## config.mk

```make
export PLATFORM = sky130hd
export DESIGN_NAME = ipe
export DESIGN_NICKNAME = d
export VERILOG_FILES = /design/src/rtl/fft_pkg.sv /design/src/rtl/ipe_cmul_conj.sv /design/src/rtl/ipe.sv
export SDC_FILE = /design/constraint.sdc
export NUM_CORES = 2
export LEC_CHECK = 0
export ABC_AREA = 1
export CAP_MARGIN = 20
export CORE_MARGIN = 8
export CORE_UTILIZATION = 59
export CTS_CLUSTER_DIAMETER = 30
export CTS_CLUSTER_SIZE = 16
export DETAILED_ROUTE_END_ITERATION = 10
export PLACE_DENSITY = 0.81
export SLEW_MARGIN = 40
export SYNTH_ARGS = -nofsm -noshare
export SYNTH_HDL_FRONTEND = slang
export SYNTH_HIERARCHICAL = 1
export SYNTH_SLANG_ARGS = --single-unit
```

## constraint.sdc

```tcl
create_clock -name Clk -period 6.45 [get_ports Clk]
set_clock_uncertainty 0.2 [all_clocks]
set_input_delay 1.29 -clock Clk [delete_from_list [all_inputs] [get_ports Clk]]
set_output_delay 1.29 -clock Clk [all_outputs]
set_load 0.03 [all_outputs]
```

## src/rtl/fft_pkg.sv

```systemverilog
// Shared FFT constants and number-format helpers (sign-magnitude <-> two's complement, saturation).
// Helpers work on a 64-bit container so one copy serves any sample width up to 31 bits.
package fft_pkg;

    localparam int DEF_WIDTH = 16;
    localparam int DEF_SHIFT = 8;
    localparam int MAXW      = 64;

    typedef logic [MAXW-1:0] wide_t;
    typedef logic [5:0]      wid_t;

    // Sign-magnitude of width w (zero-extended in v) to two's complement; negative zero maps to 0.
    function automatic logic signed [MAXW-1:0] sm2tc(input wide_t v, input wid_t w);
        wide_t mask;
        wide_t mag;
        mask = (wide_t'(1) << (w - 6'd1)) - wide_t'(1);
        mag  = v & mask;
        if (v[w - 6'd1]) begin
            return -$signed(mag);
        end else begin
            return $signed(mag);
        end
    endfunction

    // Two's complement to width-w sign-magnitude, clamped to +/-(2^(w-1)-1); zero always has sign 0.
    function automatic wide_t sat2sm(input logic signed [MAXW-1:0] x, input wid_t w);
        logic signed [MAXW-1:0] lim;
        wide_t                  mag;
        logic                   neg;
        lim = $signed((wide_t'(1) << (w - 6'd1)) - wide_t'(1));
        neg = 1'b0;
        if (x > lim) begin
            mag = lim;
        end else if (x < -lim) begin
            mag = lim;
            neg = 1'b1;
        end else if (x < 64'sd0) begin
            mag = -x;
            neg = 1'b1;
        end else begin
            mag = x;
        end
        return mag | (wide_t'(neg) << (w - 6'd1));
    endfunction

endpackage

```

## src/rtl/ipe_cmul_conj.sv

```systemverilog
// Two-stage pipelined multiply by conj(W) with floor shift; bypass passes (y2, y3) through unrotated.
module cmul_conj
    import fft_pkg::*;
#(
    parameter int WIDTH = DEF_WIDTH,
    parameter int SHIFT = DEF_SHIFT
) (
    input  logic                      Clk,
    input  logic                      Reset,
    input  logic signed [WIDTH-1:0]   i_y2,
    input  logic signed [WIDTH-1:0]   i_y3,
    input  logic signed [WIDTH-1:0]   i_tfr,
    input  logic signed [WIDTH-1:0]   i_tfi,
    input  logic                      i_byp_n,
    output logic signed [2*WIDTH:0]   o_pr,
    output logic signed [2*WIDTH:0]   o_pi
);

    localparam int MW = 2 * WIDTH;
    localparam int PW = 2 * WIDTH + 1;

    logic signed [MW-1:0] r_y2_tr, r_y3_ti, r_y3_tr, r_y2_ti;
    logic signed [WIDTH-1:0] r_y2, r_y3;
    logic                    r_byp_n;
    logic signed [PW-1:0]    r_pr, r_pi;
    logic signed [PW-1:0]    w_sum_r, w_sum_i;

    // Product stage: the four partial products plus the raw operands for the bypass path.
    always_ff @(posedge Clk) begin
        if (Reset) begin
            r_y2_tr <= '0;
            r_y3_ti <= '0;
            r_y3_tr <= '0;
            r_y2_ti <= '0;
            r_y2    <= '0;
            r_y3    <= '0;
            r_byp_n <= 1'b0;
        end else begin
            r_y2_tr <= MW'(i_y2) * MW'(i_tfr);
            r_y3_ti <= MW'(i_y3) * MW'(i_tfi);
            r_y3_tr <= MW'(i_y3) * MW'(i_tfr);
            r_y2_ti <= MW'(i_y2) * MW'(i_tfi);
            r_y2    <= i_y2;
            r_y3    <= i_y3;
            r_byp_n <= i_byp_n;
        end
    end

    assign w_sum_r = PW'(r_y2_tr) + PW'(r_y3_ti);
    assign w_sum_i = PW'(r_y3_tr) - PW'(r_y2_ti);

    // Sum stage: arithmetic shift floors toward minus infinity on the full-width sum.
    always_ff @(posedge Clk) begin
        if (Reset) begin
            r_pr <= '0;
            r_pi <= '0;
        end else if (r_byp_n) begin
            r_pr <= w_sum_r >>> SHIFT;
            r_pi <= w_sum_i >>> SHIFT;
        end else begin
            r_pr <= PW'(r_y2);
            r_pi <= PW'(r_y3);
        end
    end

    assign o_pr = r_pr;
    assign o_pi = r_pi;

endmodule

```

## src/rtl/ipe.sv

```systemverilog
// Inverse radix-2x2 processing element: rotate (y2, y3) by conj(W), then add/sub against (y0, y1).
// Five register stages, one sample per cycle, sign-magnitude in and out.
module ipe
    import fft_pkg::*;
#(
    parameter int WIDTH = DEF_WIDTH,
    parameter int SHIFT = DEF_SHIFT
) (
    input  logic                 Clk,
    input  logic                 Reset,
    input  logic [WIDTH-1:0]     in0,
    input  logic [WIDTH-1:0]     in1,
    input  logic [WIDTH-1:0]     in2,
    input  logic [WIDTH-1:0]     in3,
    input  logic [2*WIDTH-1:0]   tf,
    input  logic                 bypass_n,
    input  logic                 in_valid,
    output logic [WIDTH-1:0]     out0,
    output logic [WIDTH-1:0]     out1,
    output logic [WIDTH-1:0]     out2,
    output logic [WIDTH-1:0]     out3,
    output logic                 out_valid
);

    localparam int PW = 2 * WIDTH + 1;
    localparam int XW = PW + 1;

    logic [WIDTH-1:0]        w_in [4];
    logic signed [MAXW-1:0]  w_tc_wide [6];
    logic signed [WIDTH-1:0] w_tc [6];

    logic signed [WIDTH-1:0] r1_y [4];
    logic signed [WIDTH-1:0] r1_tfr, r1_tfi;
    logic                    r1_byp_n;
    logic signed [WIDTH-1:0] r2_y0, r2_y1, r3_y0, r3_y1;
    logic signed [PW-1:0]    w_pr, w_pi;
    logic signed [XW-1:0]    r4_x [4];
    wide_t                   w_sm_wide [4];
    logic [WIDTH-1:0]        w_sm [4];
    logic [WIDTH-1:0]        r_out [4];
    logic [4:0]              r_valid;

    assign w_in[0] = in0;
    assign w_in[1] = in1;
    assign w_in[2] = in2;
    assign w_in[3] = in3;

    // Input format conversion: four samples then tf_r, tf_i.
    always_comb begin
        for (int i = 0; i < 4; i++) begin
            w_tc_wide[i] = sm2tc(wide_t'(w_in[i]), wid_t'(WIDTH));
        end
        w_tc_wide[4] = sm2tc(wide_t'(tf[2*WIDTH-1:WIDTH]), wid_t'(WIDTH));
        w_tc_wide[5] = sm2tc(wide_t'(tf[WIDTH-1:0]), wid_t'(WIDTH));
        for (int i = 0; i < 6; i++) begin
            w_tc[i] = w_tc_wide[i][WIDTH-1:0];
        end
    end

    // Stage 1 capture plus the y0/y1 delay line that tracks the two multiplier stages.
    always_ff @(posedge Clk) begin
        if (Reset) begin
            for (int i = 0; i < 4; i++) begin
                r1_y[i] <= '0;
            end
            r1_tfr   <= '0;
            r1_tfi   <= '0;
            r1_byp_n <= 1'b0;
            r2_y0    <= '0;
            r2_y1    <= '0;
            r3_y0    <= '0;
            r3_y1    <= '0;
        end else begin
            for (int i = 0; i < 4; i++) begin
                r1_y[i] <= w_tc[i];
            end
            r1_tfr   <= w_tc[4];
            r1_tfi   <= w_tc[5];
            r1_byp_n <= bypass_n;
            r2_y0    <= r1_y[0];
            r2_y1    <= r1_y[1];
            r3_y0    <= r2_y0;
            r3_y1    <= r2_y1;
        end
    end

    cmul_conj #(
        .WIDTH (WIDTH),
        .SHIFT (SHIFT)
    ) u_cmul (
        .Clk     (Clk),
        .Reset   (Reset),
        .i_y2    (r1_y[2]),
        .i_y3    (r1_y[3]),
        .i_tfr   (r1_tfr),
        .i_tfi   (r1_tfi),
        .i_byp_n (r1_byp_n),
        .o_pr    (w_pr),
        .o_pi    (w_pi)
    );

    // Stage 4: full-precision butterfly, saturation deferred to the next stage.
    always_ff @(posedge Clk) begin
        if (Reset) begin
            for (int i = 0; i < 4; i++) begin
                r4_x[i] <= '0;
            end
        end else begin
            r4_x[0] <= XW'(r3_y0) + XW'(w_pr);
            r4_x[1] <= XW'(r3_y0) - XW'(w_pr);
            r4_x[2] <= XW'(r3_y1) + XW'(w_pi);
            r4_x[3] <= XW'(r3_y1) - XW'(w_pi);
        end
    end

    // Saturate and convert each butterfly result back to sign-magnitude.
    always_comb begin
        for (int i = 0; i < 4; i++) begin
            w_sm_wide[i] = sat2sm(MAXW'(r4_x[i]), wid_t'(WIDTH));
            w_sm[i]      = w_sm_wide[i][WIDTH-1:0];
        end
    end

    // Stage 5: output registers load only with a valid sample so they hold across bubbles.
    always_ff @(posedge Clk) begin
        if (Reset) begin
            for (int i = 0; i < 4; i++) begin
                r_out[i] <= '0;
            end
            r_valid <= 5'd0;
        end else begin
            if (r_valid[3]) begin
                for (int i = 0; i < 4; i++) begin
                    r_out[i] <= w_sm[i];
                end
            end else begin
                for (int i = 0; i < 4; i++) begin
                    r_out[i] <= r_out[i];
                end
            end
            r_valid <= {r_valid[3:0], in_valid};
        end
    end

    assign out0      = r_out[0];
    assign out1      = r_out[1];
    assign out2      = r_out[2];
    assign out3      = r_out[3];
    assign out_valid = r_valid[4];

endmodule

```

After elaboration in Yosys (flattened, before gate mapping)
Memories as Yosys holds them, arrays and structs flattened. A register that Yosys moved wholly into a read port is not among the register bits. Cells that the tools add are included.

Flip-flop bits (word level): 297. Input bits: 100. Output and inout port bits: 65. Word-level logic and storage cells: 133. RAM bits: 264. Memories: 3.

Memories: r4_x (depth 4, width 34, read ports 4, clocked after memory_dff 0, wr ports 4, line ipe.sv:37) `logic signed [XW-1:0] r4_x [4];`; r1_y (depth 4, width 16, read ports 4, clocked after memory_dff 2, wr ports 4, line ipe.sv:32) `logic signed [WIDTH-1:0] r1_y [4];`; r_out (depth 4, width 16, read ports 4, clocked after memory_dff 0, wr ports 4, line ipe.sv:40) `logic [WIDTH-1:0] r_out [4];`.

$mul: 4. Add/subtract/negate cells: 16. Magnitude comparators: 12. Reduce and logical (&&, ||, !) cells: 2. Bitwise gates (word level): 22. Mux-type cells: 57.

Operator list (count): $mux 16 (28); $gt 34x16->1 const B (4); $lt 34x1->1 const B (4); $lt 34x16->1 const B (4); $mux 34 (4); $mul 16x16->32 (4); $neg 15->16 (6); $add 16x33->34 (2); $sub 16x33->34 (2); $mux 33 (2); $neg 16->16 (4); $or 16x16->16 (4); $add 32x32->33 (1); $sub 32x32->33 (1); $mux 15 (2); $mux 1 (21); $or 1x1->1 (16); $reduce_or 2->1 (2); $not 1->1 (2).

Depth between registers and ports, before layout
An unclocked memory read counts as a cell.

Word-level depth: 8. Depth in mapped cells: 27.

Modules after synthesis
The synthesis kept the hierarchy.

By module, submodules not included: cmul_conj (times used 1, cells each 6796, area an instance 51460.6 um2, seq. area each 4224.1 um2); ipe (times used 1, cells each 3418, area an instance 22781.8 um2, seq. area each 7927.6 um2).

Least setup slack after synthesis
OpenSTA, ideal clock, no wires.

Kind: flip-flop to flip-flop. Start: memory r1_y[1][15] (netlist bit). End: register u_cmul.r_y2_ti[28]. Period minus slack after synthesis: 6.012 ns. Path slack: 0.438 ns. Required time: 6.137 ns. Library setup time: 0.113 ns. Arrival: 5.699 ns. Stages on the path, launching flop included: 23. Buffers on the path: 2. Path through: dfxtp_1 clkbuf_1 clkbuf_1 nand2_1 fa_1 inv_1 fa_1 fa_1 fa_1 fa_1 inv_1 fa_1 inv_1 ha_1 a21oi_1 o21a_1 nor2_1 nor3_1 o21ai_0 a21oi_1 nand2_1 nand2_1 nor2_1.

RTL lines: start: declaration (line ipe.sv:32); end signal: assignment (line ipe_cmul_conj.sv:42) `r_y2_ti <= MW'(i_y2) * MW'(i_tfi);`; end: declaration (line ipe_cmul_conj.sv:22) `logic signed [MW-1:0] r_y2_tr, r_y3_ti, r_y3_tr, r_y2_ti;`.

Worst setup path after layout
Start: register r1_tfi[11]. End: register u_cmul.r_y2_ti[20].

Word-level cells in the longest chain between the ends: 1.

Ends and longest elaborated chain: start: declaration (line ipe.sv:33) `logic signed [WIDTH-1:0] r1_tfr, r1_tfi;`; start signal: assignment (line ipe.sv:78) `r1_tfi <= w_tc[5];`; $mul 16x16->32 (line ipe_cmul_conj.sv:42).

Every way passes these cells. A chain may end at the register's enable or synchronous reset.

==> flow_metrics.env <==
export IMPL_r2r_start="r1_tfi[11]$_SDFF_PP0_"
export IMPL_grt_max_degree=164
export IMPL_slowest_delay_ns=0.58
export IMPL_clk_pin_slew_worst_paths_ns=0.05
export IMPL_power_per_cell_area_nw_per_um2=344
export IMPL_nets=12000
export IMPL_comb_power_share_pct=58.9
export IMPL_crit_path_start_kind="flop"
export IMPL_leakagePower_nw=45.8
export IMPL_layout_drive_gt1_share_pct=4.93
export IMPL_yosysSeqAreaShare_pct=16.4
export IMPL_p_sw_share_pct=48.9
export IMPL_timing_final_crit_share_pct=98.8
export IMPL_rrSetupSlack_ns=0.08
export IMPL_syn_area_um2=74200
export IMPL_grt_overflow=0
export IMPL_worstPathMaxFanout=8
export IMPL_p_sw_mw=14.0
export IMPL_antenna_found_initial=7
export IMPL_power_frac_seq_pct=16.2
export IMPL_fmax_ghz=0.157
export IMPL_start_util_pct=59.3
export IMPL_grt_pass1_wl_um=359000
export IMPL_viasPerCell=5.48
export IMPL_rows=130
export IMPL_dp_final_hpwl_um=179000
export IMPL_intPower_mw=14.6
export IMPL_hp_class="reg -> reg"
export IMPL_final_cell_mix="inv_1 (2626), nand2_1 (2121), fa_1 (1049)"
export IMPL_cts_tree="built"
export IMPL_clockRootBuffer="clkbuf_16"
export IMPL_hold_viol=0
export IMPL_post_drt_wl_per_cell_um=18.7
export IMPL_crit_type="reg -> reg"
export IMPL_path_cells="buf_4, nand2_1, fa_1, inv_1, fa_1, fa_1, fa_1, fa_1, inv_1, fa_1, inv_1, ha_1, nand2_1, nor3_1, nand4_1, nand3_1, o21ai_0, a21oi_1"
export IMPL_fp_dieW_um=371
export IMPL_cts_buffers=133
export IMPL_place_area_um2=78100
export IMPL_ir_worst_vdd_mv=0.238
export IMPL_violations="design-rule violations"
export IMPL_outcome="finished with violations"
export IMPL_die_h_um=371
export IMPL_cp_required_ns=6.84
export IMPL_timing_rr_end="u_cmul/r_y2_ti[20]$_SDFF_PP0_"
export IMPL_min_period_ns=6.37
export IMPL_synthFlopType="dfxtp_1"
export IMPL_hold_depth=2
export IMPL_critPathCaptureType="flop"
export IMPL_synth_avg_cell_area_um2=7.27
export IMPL_drv_slew=0
export IMPL_synth_edff_count=64
export IMPL_grt_util_all_layers_pct=32.9
export IMPL_clk_latency_ns=0.75
export IMPL_hold_start="r1_y[0][7]$_SDFF_PP0_"
export IMPL_postCtsHoldBufs=0
export IMPL_final_setup_viol_count=0
export IMPL_dr_pass1_iters=11
export IMPL_gp_congestion=0.962
export IMPL_critPathArrivalTime_ns=6.76
export IMPL_postRouteAntennaNets=0
export IMPL_die_area_um2=137000
export IMPL_core_area_um2=125000
export IMPL_portBuffers=164
export IMPL_fin_area_um2=83000
export IMPL_clock_sinks=575
export IMPL_ios=165
export IMPL_synth_seq_cells=575
export IMPL_cpMostUsedCell="fa_1"
export IMPL_reg2regPathDepth=18
export IMPL_synthCells=10200
export IMPL_cp_slowest_cell="dfxtp_1"
export IMPL_async_reset_ff_share_pct=0
export IMPL_first_global_vias=68200
export IMPL_rsz0062_at_grt="true"
export IMPL_cts_buffer_depth=3
export IMPL_drv_cap=0
export IMPL_slew_headroom_pct=37.2
export IMPL_drc=1
export IMPL_ctsHtreeMaxLevel=4
export IMPL_finalNonFillerCells=12100
export IMPL_area_growth_pct=11.8
export IMPL_hold_end="r2_y0[7]$_SDFF_PP0_"
export IMPL_dp_cells=11800
export IMPL_drt_total_wl_um=226000
export IMPL_worst_pin_slew_ns=0.934
export IMPL_yosysWarnings=6
export IMPL_drt_first_iter_violations=5383
export IMPL_vias=66100
export IMPL_synth_nets=11900
export IMPL_final_common_cell="inv_1"
export IMPL_synthDistinctLibCells=64
export IMPL_clkPwrFrac_pct=24.9
## Yosys cell counts, types with 47 or more instances
cell / n / share of area [%]
fa_1: 1052 / 28
nand4_1: 72 / 0.61
nand2_1: 2124 / 11
nor3_1: 111 / 0.75
dfxtp_1: 511 / 14
clkbuf_1: 269 / 1.4
ha_1: 536 / 9.0
o21ai_0: 380 / 2.6
edfxtp_1: 64 / 2.6
a21oi_1: 690 / 4.7
nand3_1: 279 / 1.9
o21a_1: 47 / 0.48
xor2_1: 63 / 0.74
inv_1: 2629 / 13
nor2_1: 911 / 4.6
## worst max-delay path, delay by kind of cell, from the launching register on
family / cells / cell delay [ns]
AND/OR/NAND/NOR: 5 / 1.01
flip-flops: 1 / 0.58
adder cells (fa/ha/maj): 7 / 3.49
AO/OA/AOI/OAI: 2 / 0.47
buffers and inverters: 4 / 0.46
## state kept, by name, summed over array words and instances (netlist names), 5 cells and up
name,count
u_cmul/r_y3_tr,32
r2_y1,16
u_cmul/r_y3,16
r_out,64
u_cmul/o_pi,25
r1_y,64
r2_y0,16
u_cmul/o_pr,25
r3_y1,16
r4_x,134
u_cmul/r_y2_tr,32
u_cmul/r_y2_ti,32
u_cmul/r_y3_ti,32
r1_tfi,16
u_cmul/r_y2,16
r1_tfr,16
r3_y0,16
r_valid,5
## stage by stage
step / utilization [%] / hold WS, ns / TNS (ns) / worst slack (ns) / power (mW)
after floorplan: - / 0.188 / 0 / 0.438 / 16.3
after global placement: 62.3 / 0.190 / -0.200 / -0.200 / 20.8
after detailed placement: 62.4 / 0.192 / -0.316 / -0.291 / 21.1
after CTS: 66.2 / 0.193 / 0 / 0.106 / 28.4
after global routing: 66.3 / 0.195 / -0.0176 / -0.0176 / 31.0
final: 66.3 / 0.194 / 0 / 0.0774 / 28.6
## cell type report
cell class | instances | area, um2
Multi-Input combinational cell | 6638 | 50700
Fill cell | 10600 | 42200
Sequential cell | 575 | 12200
Inverter | 2643 | 9930
Clock buffer | 161 | 3640
Timing Repair Buffer | 320 | 3370
Tap cell | 1650 | 2060
Clock inverter | 79 | 1160
Antenna cell | 4 | 10.0
## power groups by stage
stage               clock, mW  combinational (mW)  sequential [mW]
floorplan                   0                11.8             4.52
global route             7.37                18.9             4.67
finish                   7.10                16.8             4.64
global placement            0                16.1             4.68
CTS                      7.18                16.6             4.63
detailed placement          0                16.4             4.69
## logic make-up (layout without fill, tap and decap cells)
kind of cell / after synthesis / count (layout) / synth area share, %
buffers and inverters: 3001 / 3203 / 15.4
DFF: 575 / 575 / 16.4
adders and majority gates: 1588 / 1588 / 37.4
AOI/OAI and AO/OA: 1319 / 1319 / 9.69
other: 0 / 4 / 0
xor gates and xnor gates: 103 / 103 / 1.22
and+or+nand+nor: 3628 / 3628 / 19.9
## worst max path at each step
stage	start	to	slack, ns	cells after the start
2_1_floorplan	r1_y[1][15]$_SDFF_PP0_	u_cmul/r_y2_ti[28]$_SDFF_PP0_	0.44	22
3_3_place_gp	r1_y[1][22]$_SDFF_PP0_	u_cmul/r_y3_ti[24]$_SDFF_PP0_	-0.20	24
3_5_place_dp	r1_y[1][22]$_SDFF_PP0_	u_cmul/r_y3_ti[24]$_SDFF_PP0_	-0.29	24
4_1_cts	r1_y[1][31]$_SDFF_PP0_	u_cmul/r_y3_ti[25]$_SDFF_PP0_	0.11	18
5_1_grt	r1_y[1][23]$_SDFF_PP0_	u_cmul/r_y3_ti[24]$_SDFF_PP0_	-0.02	22
6_report	r1_tfi[11]$_SDFF_PP0_	u_cmul/r_y2_ti[20]$_SDFF_PP0_	0.08	18
## routing by layer
metal | GRT usage [%] | vias up | routed length [um]
met1 | 40.2 | 31600 | 87200
li1 | - | 30700 | -
met3 | 6.09 | 780 | 18500
met4 | 18.5 | 4 | 14500
met5 | 0 | - | 27
met2 | 54.7 | 2967 | 105000
## repair_timing
action / CTS / global route
setup endpoints to repair: 2 / 37
hold endpoints to repair: 0 / 0
gates resized for setup: 2 / 24
setup buffers: 0 / 3
pin swaps: 0 / 0
gates cloned: 0 / 0
(Power assumes the default switching activity.)
